$ cat config.mk
export PLATFORM = sky130hd
export DESIGN_NAME = count_ctrl
export DESIGN_NICKNAME = d
export VERILOG_FILES = /design/src/rtl/count_ctrl_pkg.sv /design/src/rtl/btn_debounce.sv /design/src/rtl/count_ctrl.sv
export SDC_FILE = /design/constraint.sdc
export NUM_CORES = 1
export LEC_CHECK = 0
export ABC_AREA = 1
export CORE_MARGIN = 10
export CORE_UTILIZATION = 25
export CTS_CLUSTER_SIZE = 12
export DETAILED_ROUTE_END_ITERATION = 10
export PLACE_DENSITY_LB_ADDON = 0.15
export SKIP_LAST_GASP = 1
export SYNTH_ARGS = -nofsm -noshare
export SYNTH_HDL_FRONTEND = slang
export SYNTH_HIERARCHICAL = 1
export SYNTH_SLANG_ARGS = --single-unit
$ cat constraint.sdc
create_clock -name i_clk -period 1.6 [get_ports i_clk]
set_clock_uncertainty 0.15 [all_clocks]
set_input_delay 0.48 -clock i_clk [delete_from_list [all_inputs] [get_ports i_clk]]
set_output_delay 0.48 -clock i_clk [all_outputs]
set_load 0.005 [all_outputs]
$ cat src/rtl/count_ctrl_pkg.sv
// Shared definitions for the count_ctrl front end: FSM encoding and
// counter-width helpers used by the top and the button debouncer.
package count_ctrl_pkg;

  localparam logic [1:0] ST_IDLE  = 2'd0;
  localparam logic [1:0] ST_RUN   = 2'd1;
  localparam logic [1:0] ST_PAUSE = 2'd2;

  typedef enum logic [1:0] {
    IDLE  = ST_IDLE,
    RUN   = ST_RUN,
    PAUSE = ST_PAUSE
  } state_t;

  // Debounce counter only ever needs to hold 0..DEB_CYCLES.
  function automatic int deb_cnt_w(input int deb_cycles);
    return $clog2(deb_cycles + 1);
  endfunction

  function automatic int presc_w(input int div);
    return (div > 1) ? $clog2(div) : 1;
  endfunction

endpackage

$ cat src/rtl/btn_debounce.sv
// One pushbutton: two-flop synchroniser, level debounce, and a
// single-cycle press strobe on the debounced rising edge.
module btn_debounce
  import count_ctrl_pkg::*;
#(
  parameter int DEB_CYCLES = 4
) (
  input  logic i_clk,
  input  logic i_reset,
  input  logic i_btn,
  output logic o_press
);

  localparam int CW = deb_cnt_w(DEB_CYCLES);
  localparam logic [CW-1:0] CNT_LAST = CW'(DEB_CYCLES - 1);

  logic          r_sync1;
  logic          r_sync2;
  logic          r_stable;
  logic          r_stable_q;
  logic [CW-1:0] r_cnt;

  always_ff @(posedge i_clk) begin
    if (i_reset) begin
      r_sync1    <= 1'b0;
      r_sync2    <= 1'b0;
      r_stable   <= 1'b0;
      r_stable_q <= 1'b0;
      r_cnt      <= '0;
    end else begin
      r_sync1    <= i_btn;
      r_sync2    <= r_sync1;
      r_stable_q <= r_stable;
      if (r_sync2 == r_stable) begin
        r_cnt <= '0;
      end else if (r_cnt == CNT_LAST) begin
        // This cycle is the DEB_CYCLES-th consecutive disagreeing sample.
        r_stable <= r_sync2;
        r_cnt    <= '0;
      end else begin
        r_cnt <= r_cnt + CW'(1);
      end
    end
  end

  assign o_press = r_stable & ~r_stable_q;

endmodule

$ cat src/rtl/count_ctrl.sv
// Start/stop/clear controller in front of the 4-bit counter: debounced
// buttons drive an IDLE/RUN/PAUSE FSM that emits a prescaled EN strobe.
//
// state | meaning
// IDLE  | stopped, prescaler held at 0
// RUN   | prescaler advancing, EN on terminal phase
// PAUSE | stopped, prescaler phase retained for resume
module count_ctrl
  import count_ctrl_pkg::*;
#(
  parameter int DEB_CYCLES = 4,
  parameter int DIV        = 4,
  parameter bit ONE_SHOT   = 1'b0
) (
  input  logic i_clk,
  input  logic i_reset,
  input  logic i_btn_start,
  input  logic i_btn_stop,
  input  logic i_btn_clr,
  input  logic i_co,
  output logic o_en,
  output logic o_clr,
  output logic o_running,
  output logic o_done
);

  localparam int PW = presc_w(DIV);
  localparam logic [PW-1:0] PRESC_LAST = PW'(DIV - 1);

  logic w_start_press;
  logic w_stop_press;
  logic w_clr_press;

  btn_debounce #(.DEB_CYCLES(DEB_CYCLES)) u_start (
    .i_clk   (i_clk),
    .i_reset (i_reset),
    .i_btn   (i_btn_start),
    .o_press (w_start_press)
  );

  btn_debounce #(.DEB_CYCLES(DEB_CYCLES)) u_stop (
    .i_clk   (i_clk),
    .i_reset (i_reset),
    .i_btn   (i_btn_stop),
    .o_press (w_stop_press)
  );

  btn_debounce #(.DEB_CYCLES(DEB_CYCLES)) u_clr (
    .i_clk   (i_clk),
    .i_reset (i_reset),
    .i_btn   (i_btn_clr),
    .o_press (w_clr_press)
  );

  state_t        r_state;
  state_t        w_state_nxt;
  logic [PW-1:0] r_presc;
  logic [PW-1:0] w_presc_nxt;
  logic          r_clr;
  logic          r_done;
  logic          w_clr_nxt;
  logic          w_done_nxt;
  logic          w_en;
  logic          w_go;

  assign w_en = (r_state == RUN) && (r_presc == PRESC_LAST);
  // Stop beats start when both land in the same cycle.
  assign w_go = w_start_press && !w_stop_press;

  always_comb begin
    w_state_nxt = r_state;
    w_presc_nxt = r_presc;
    w_clr_nxt   = 1'b0;
    w_done_nxt  = 1'b0;
    if (w_clr_press) begin
      w_state_nxt = IDLE;
      w_presc_nxt = '0;
      w_clr_nxt   = 1'b1;
    end else begin
      case (r_state)
        IDLE: begin
          w_presc_nxt = '0;
          if (w_go) w_state_nxt = RUN;
        end
        RUN: begin
          if (w_stop_press) begin
            w_state_nxt = PAUSE;
          end else if (ONE_SHOT && w_en && i_co) begin
            w_state_nxt = IDLE;
            w_presc_nxt = '0;
            w_done_nxt  = 1'b1;
          end else begin
            w_presc_nxt = (r_presc == PRESC_LAST) ? '0 : r_presc + PW'(1);
          end
        end
        PAUSE: begin
          if (w_go) w_state_nxt = RUN;
        end
        default: begin
          w_state_nxt = IDLE;
          w_presc_nxt = '0;
        end
      endcase
    end
  end

  always_ff @(posedge i_clk) begin
    if (i_reset) begin
      r_state <= IDLE;
      r_presc <= '0;
      r_clr   <= 1'b0;
      r_done  <= 1'b0;
    end else begin
      r_state <= w_state_nxt;
      r_presc <= w_presc_nxt;
      r_clr   <= w_clr_nxt;
      r_done  <= w_done_nxt;
    end
  end

  assign o_en      = w_en;
  assign o_running = (r_state == RUN);
  assign o_clr     = r_clr;
  assign o_done    = r_done;

endmodule

Word level (Yosys, flattened, before mapping). Index checks and enable logic that the tools add are counted.

Latch bits: 0. Output and inout bits: 4. Logic and storage cells: 65. ROM bits: 0. Memories: 0. Bits in writable memories: 0. Bits in registers: 26.

Equal/unequal tests: 12. Muxes and demuxes: 7. Shift-type cells: 0. Order comparisons: 0. Add/subtract/negate cells: 4. Divide/modulo/power cells: 0. Reduce and logical (&&, ||, !) cells: 14. Bitwise gates (word level): 10. Multiply operators: 0.

Operators by type and width (number): $reduce_and 2->1 (5); $add 3x1->3 const B (3); $eq 3x2->1 const B (3); $reduce_or 3->1 (3); $mux 2 (4); $pmux 2 s2 (2); $not 1->1 (7); $eq 2x2->1 const B (2); $ne 2x1->1 const B (2); $reduce_or 2->1 (2); $and 1x1->1 (3); $eq 1x1->1 (3); $add 2x1->2 const B (1); $eq 2x1->1 const B (1); $logic_and 1x1->1 (2); $logic_not 2->1 (1); $ne 2x2->1 const B (1); $logic_not 1->1 (1); $mux 1 (1).

Logic depth before layout (Yosys ltp).
Word-level depth: 6. Mapped depth: 6.

Modules after synthesis. The synthesis kept the hierarchy.

Modules (own cells, without submodules): btn_debounce (times used 3, cells each 30, area an instance 256.5 um^2); count_ctrl (times used 1, cells each 35, area an instance 245.2 um^2).

Least setup slack after synthesis. No wires, ideal clock.

Path kind: register to output. Start point: reg r_presc[0]. End point: out o_en. Path buffers: 0. Arrival: 0.634 ns. Stages on the path, launching flop included: 4. Path slack: 0.336 ns. Cells stage by stage: dfxtp_1 > ha_1 > inv_1 > nor2_1.

Cells in the longest elaborated chain, start to end: 2.

Ends and longest elaborated chain: start, declared (RTL line count_ctrl.sv:57) `logic [PW-1:0] r_presc;`; start signal, assigned (RTL line count_ctrl.sv:115) `r_presc <= w_presc_nxt;`; $eq 2x2->1 (RTL line count_ctrl.sv:66) `assign w_en = (r_state == RUN) && (r_presc == PRESC_LAST);`; $logic_and 1x1->1 (RTL line count_ctrl.sv:66); end, declared (RTL line count_ctrl.sv:21) `output logic o_en,`.

No other way between the ends.

Final worst setup path.
Start point: reg r_presc[1]. End point: out o_en.

Same word-level chain as after synthesis.

==> metrics <==
Peak VDD IR 0.350 mV; Tightest Hold Check Type reg -> reg; Synth Cell Area 1010 µm²; RSZ-0062 raised after global routing yes; Main synth FF type dfxtp_1; Final Wtd Congestion 0.676; largest net degree at the start of global routing 16; WHS Endpoint u_stop/r_sync2; Via-to-Cell Ratio 3.69; critical path's largest stage delay 360 ps; Critical R2R Launch u_stop/r_cnt[0]; first-pass GRT wire length 2770 µm; status complete, no violations; number of stages on the worst hold path 2; fin crit share 99.3%; fin util 31.3%; Setup Crit Path Kind reg -> out; PortBufs 7; Post-DP HPWL 1100 µm; Synth async-reset ratio 0%; CTS HTree Levels 1; PwrDens 845 nW/µm²; largest cells by area after synthesis dfxtp_1 (51%), nor2_1 (12%), inv_1 (8.9%); leading area contributor after synthesis dfxtp_1; antenna violations before repair 0; EDFF count, synth 0; Hold-fix buffers, CTS 0; internal reg-to-reg setup slack 330 ps; worst-path fanout max 2; die height 83.7 µm; CTS max path bufs 2; worst hold start u_stop/r_sync1; Crit path required time 970 ps; #FFs+latches synth 26; Register-to-Register Path Depth 5; TritonCTS clock tree yes; DRT Pass-1 Iters 4; # fillers 432; # Max-Cap Violations 0; FF-to-FF End u_stop/r_cnt[0]; core box area 3970 µm²; clk slew on worst S/H paths 80 ps; final hold vios 0; antenna viol nets, final 0; Setup crit end kind primary output; Final TNS setup 0 ps; GRT Resource Usage Total 4.65%; Placed Cells incl. Taps 186; Syn. warnings 6; initial DRC count 17; layout cell share with drive strength beyond 1 23.6%; # setup viols final 0; post-synthesis sequential area ratio 51.3%; maximum clock rate 630 MHz; syn_area_per_cell 8.12 µm²; P&R area growth vs syn 22.7%; startpoint types flip-flop; # clock sinks 26; # nets final 155; critical path cell sequence ha_4 -> inv_2 -> nor2_1 -> buf_2; Synth top area share 51.3%; Initial Util 25.6%; Die X-Extent 83.7 µm; Arr. time, crit path 960 ps; per-cell routed wire length 7.49 µm; LEAKAGE 0.560 nW; commonest cells in the netlist nor2_1 (32), dfxtp_1 (26), inv_1 (24); highest-delay cell along the critical path dfxtp_2; Slew Limit Fails 0; DRC Markers 0; DIE AREA 7010 µm²; final cell count without fillers 190; Site Rows 23; Num CTS Buffers 3; Unique masters post-synth 14; synthesized instance count 125; top-level I/O count 10; total gr overflow 0; vias in the first global route 713; Tmin final 1590 ps; vias 701; Detailed Route WL 1420 µm; top-count cell post-synth nor2_1; power after layout 1.05 mW; ant diodes 0; Syn Nets 138; clk_lat worst skew 260 ps; WHS 254 ps; Root Driver clkbuf_8
## registers in the layout, indices dropped and copies added, names as in the netlist, 2 cells and up
| register | cells |
|---|---|
| u_clr/r_cnt | 3 |
| u_stop/r_cnt | 3 |
| r_state | 2 |
| u_start/r_cnt | 3 |
| r_presc | 2 |
## metrics by stage
step	cell area [µm²]	worst slack, ps
floorplan	1010	336
global placement	1190	-145
detailed placement	1190	-161
finish	1240	11.6
global route	1240	-59.1
CTS	1230	-43.2
## layer usage
layer | GRT usage, % | share of wire, %
met4 | 2.74 | 1.3
met1 | 5.25 | 52
met2 | 7.11 | 42
met3 | 1.95 | 4.4
met5 | 0 | 0
## critical path, delay by kind of cell (launching register included)
| family | cells | cell delay, ps |
|---|---|---|
| flip-flops | 1 | 360 |
| buffers and inverters | 2 | 140 |
| AND/OR/NAND/NOR | 1 | 60 |
| adder cells (fa/ha/maj) | 1 | 140 |
## power by group
| group | leakage [nW] | internal (mW) | switching [mW] |
|---|---|---|---|
| Sequential | 0.213 | 0.656 | 0.00429 |
| Combinational | 0.326 | 0.0235 | 0.0227 |
| Clock | 0.0216 | 0.168 | 0.178 |
## cells by family after synthesis
group	Yosys count	share of synthesized area (%)
fa+ha+maj	7	8.63
buf+inv	28	10.7
flops	26	51.3
other cells	1	0.370
simple gates	63	29.0
## how the worst max path moves through the flow
stage,start,endpoint,slack [ps],cells after the start
3_3_place_gp,r_presc[0],o_en,-140,4
2_1_floorplan,r_presc[0],o_en,340,3
3_5_place_dp,r_presc[1],o_en,-160,4
5_1_grt,r_presc[1],o_en,-60,4
4_1_cts,r_presc[1],o_en,-40,4
6_report,r_presc[1],o_en,10,4
## area by class of cell
cell class | instances | area, µm² | area share (%)
sequential | 26 | 526 | 42.2
inverter | 27 | 101 | 8.14
tap | 50 | 62.6 | 5.03
clock buffer | 3 | 41.3 | 3.32
timing repair buffer | 13 | 116 | 9.35
multi-input combinational | 71 | 398 | 32.0
## timing repair
item	CTS	global route
buffers inserted	0	1
pin swaps	0	2
setup endpoints to repair	3	2
resized for setup	12	4
## cell usage in the layout, fill, tap and decap left out, types with 3 or more instances in the layout
master / Yosys / layout
dfxtp_2: 0 / 4
nor2_2: 4 / 4
nand3_1: 6 / 6
inv_2: 3 / 5
nand2_1: 10 / 10
nand3_2: 3 / 3
buf_4: 1 / 5
nand2_2: 4 / 4
clkbuf_8: 0 / 3
nor2_1: 32 / 32
clkdlybuf4s50_1: 0 / 4
nor3_1: 3 / 3
dfxtp_1: 26 / 22
inv_1: 24 / 22
ha_1: 7 / 6
No activity file was read; power rests on OpenSTA's default activity.
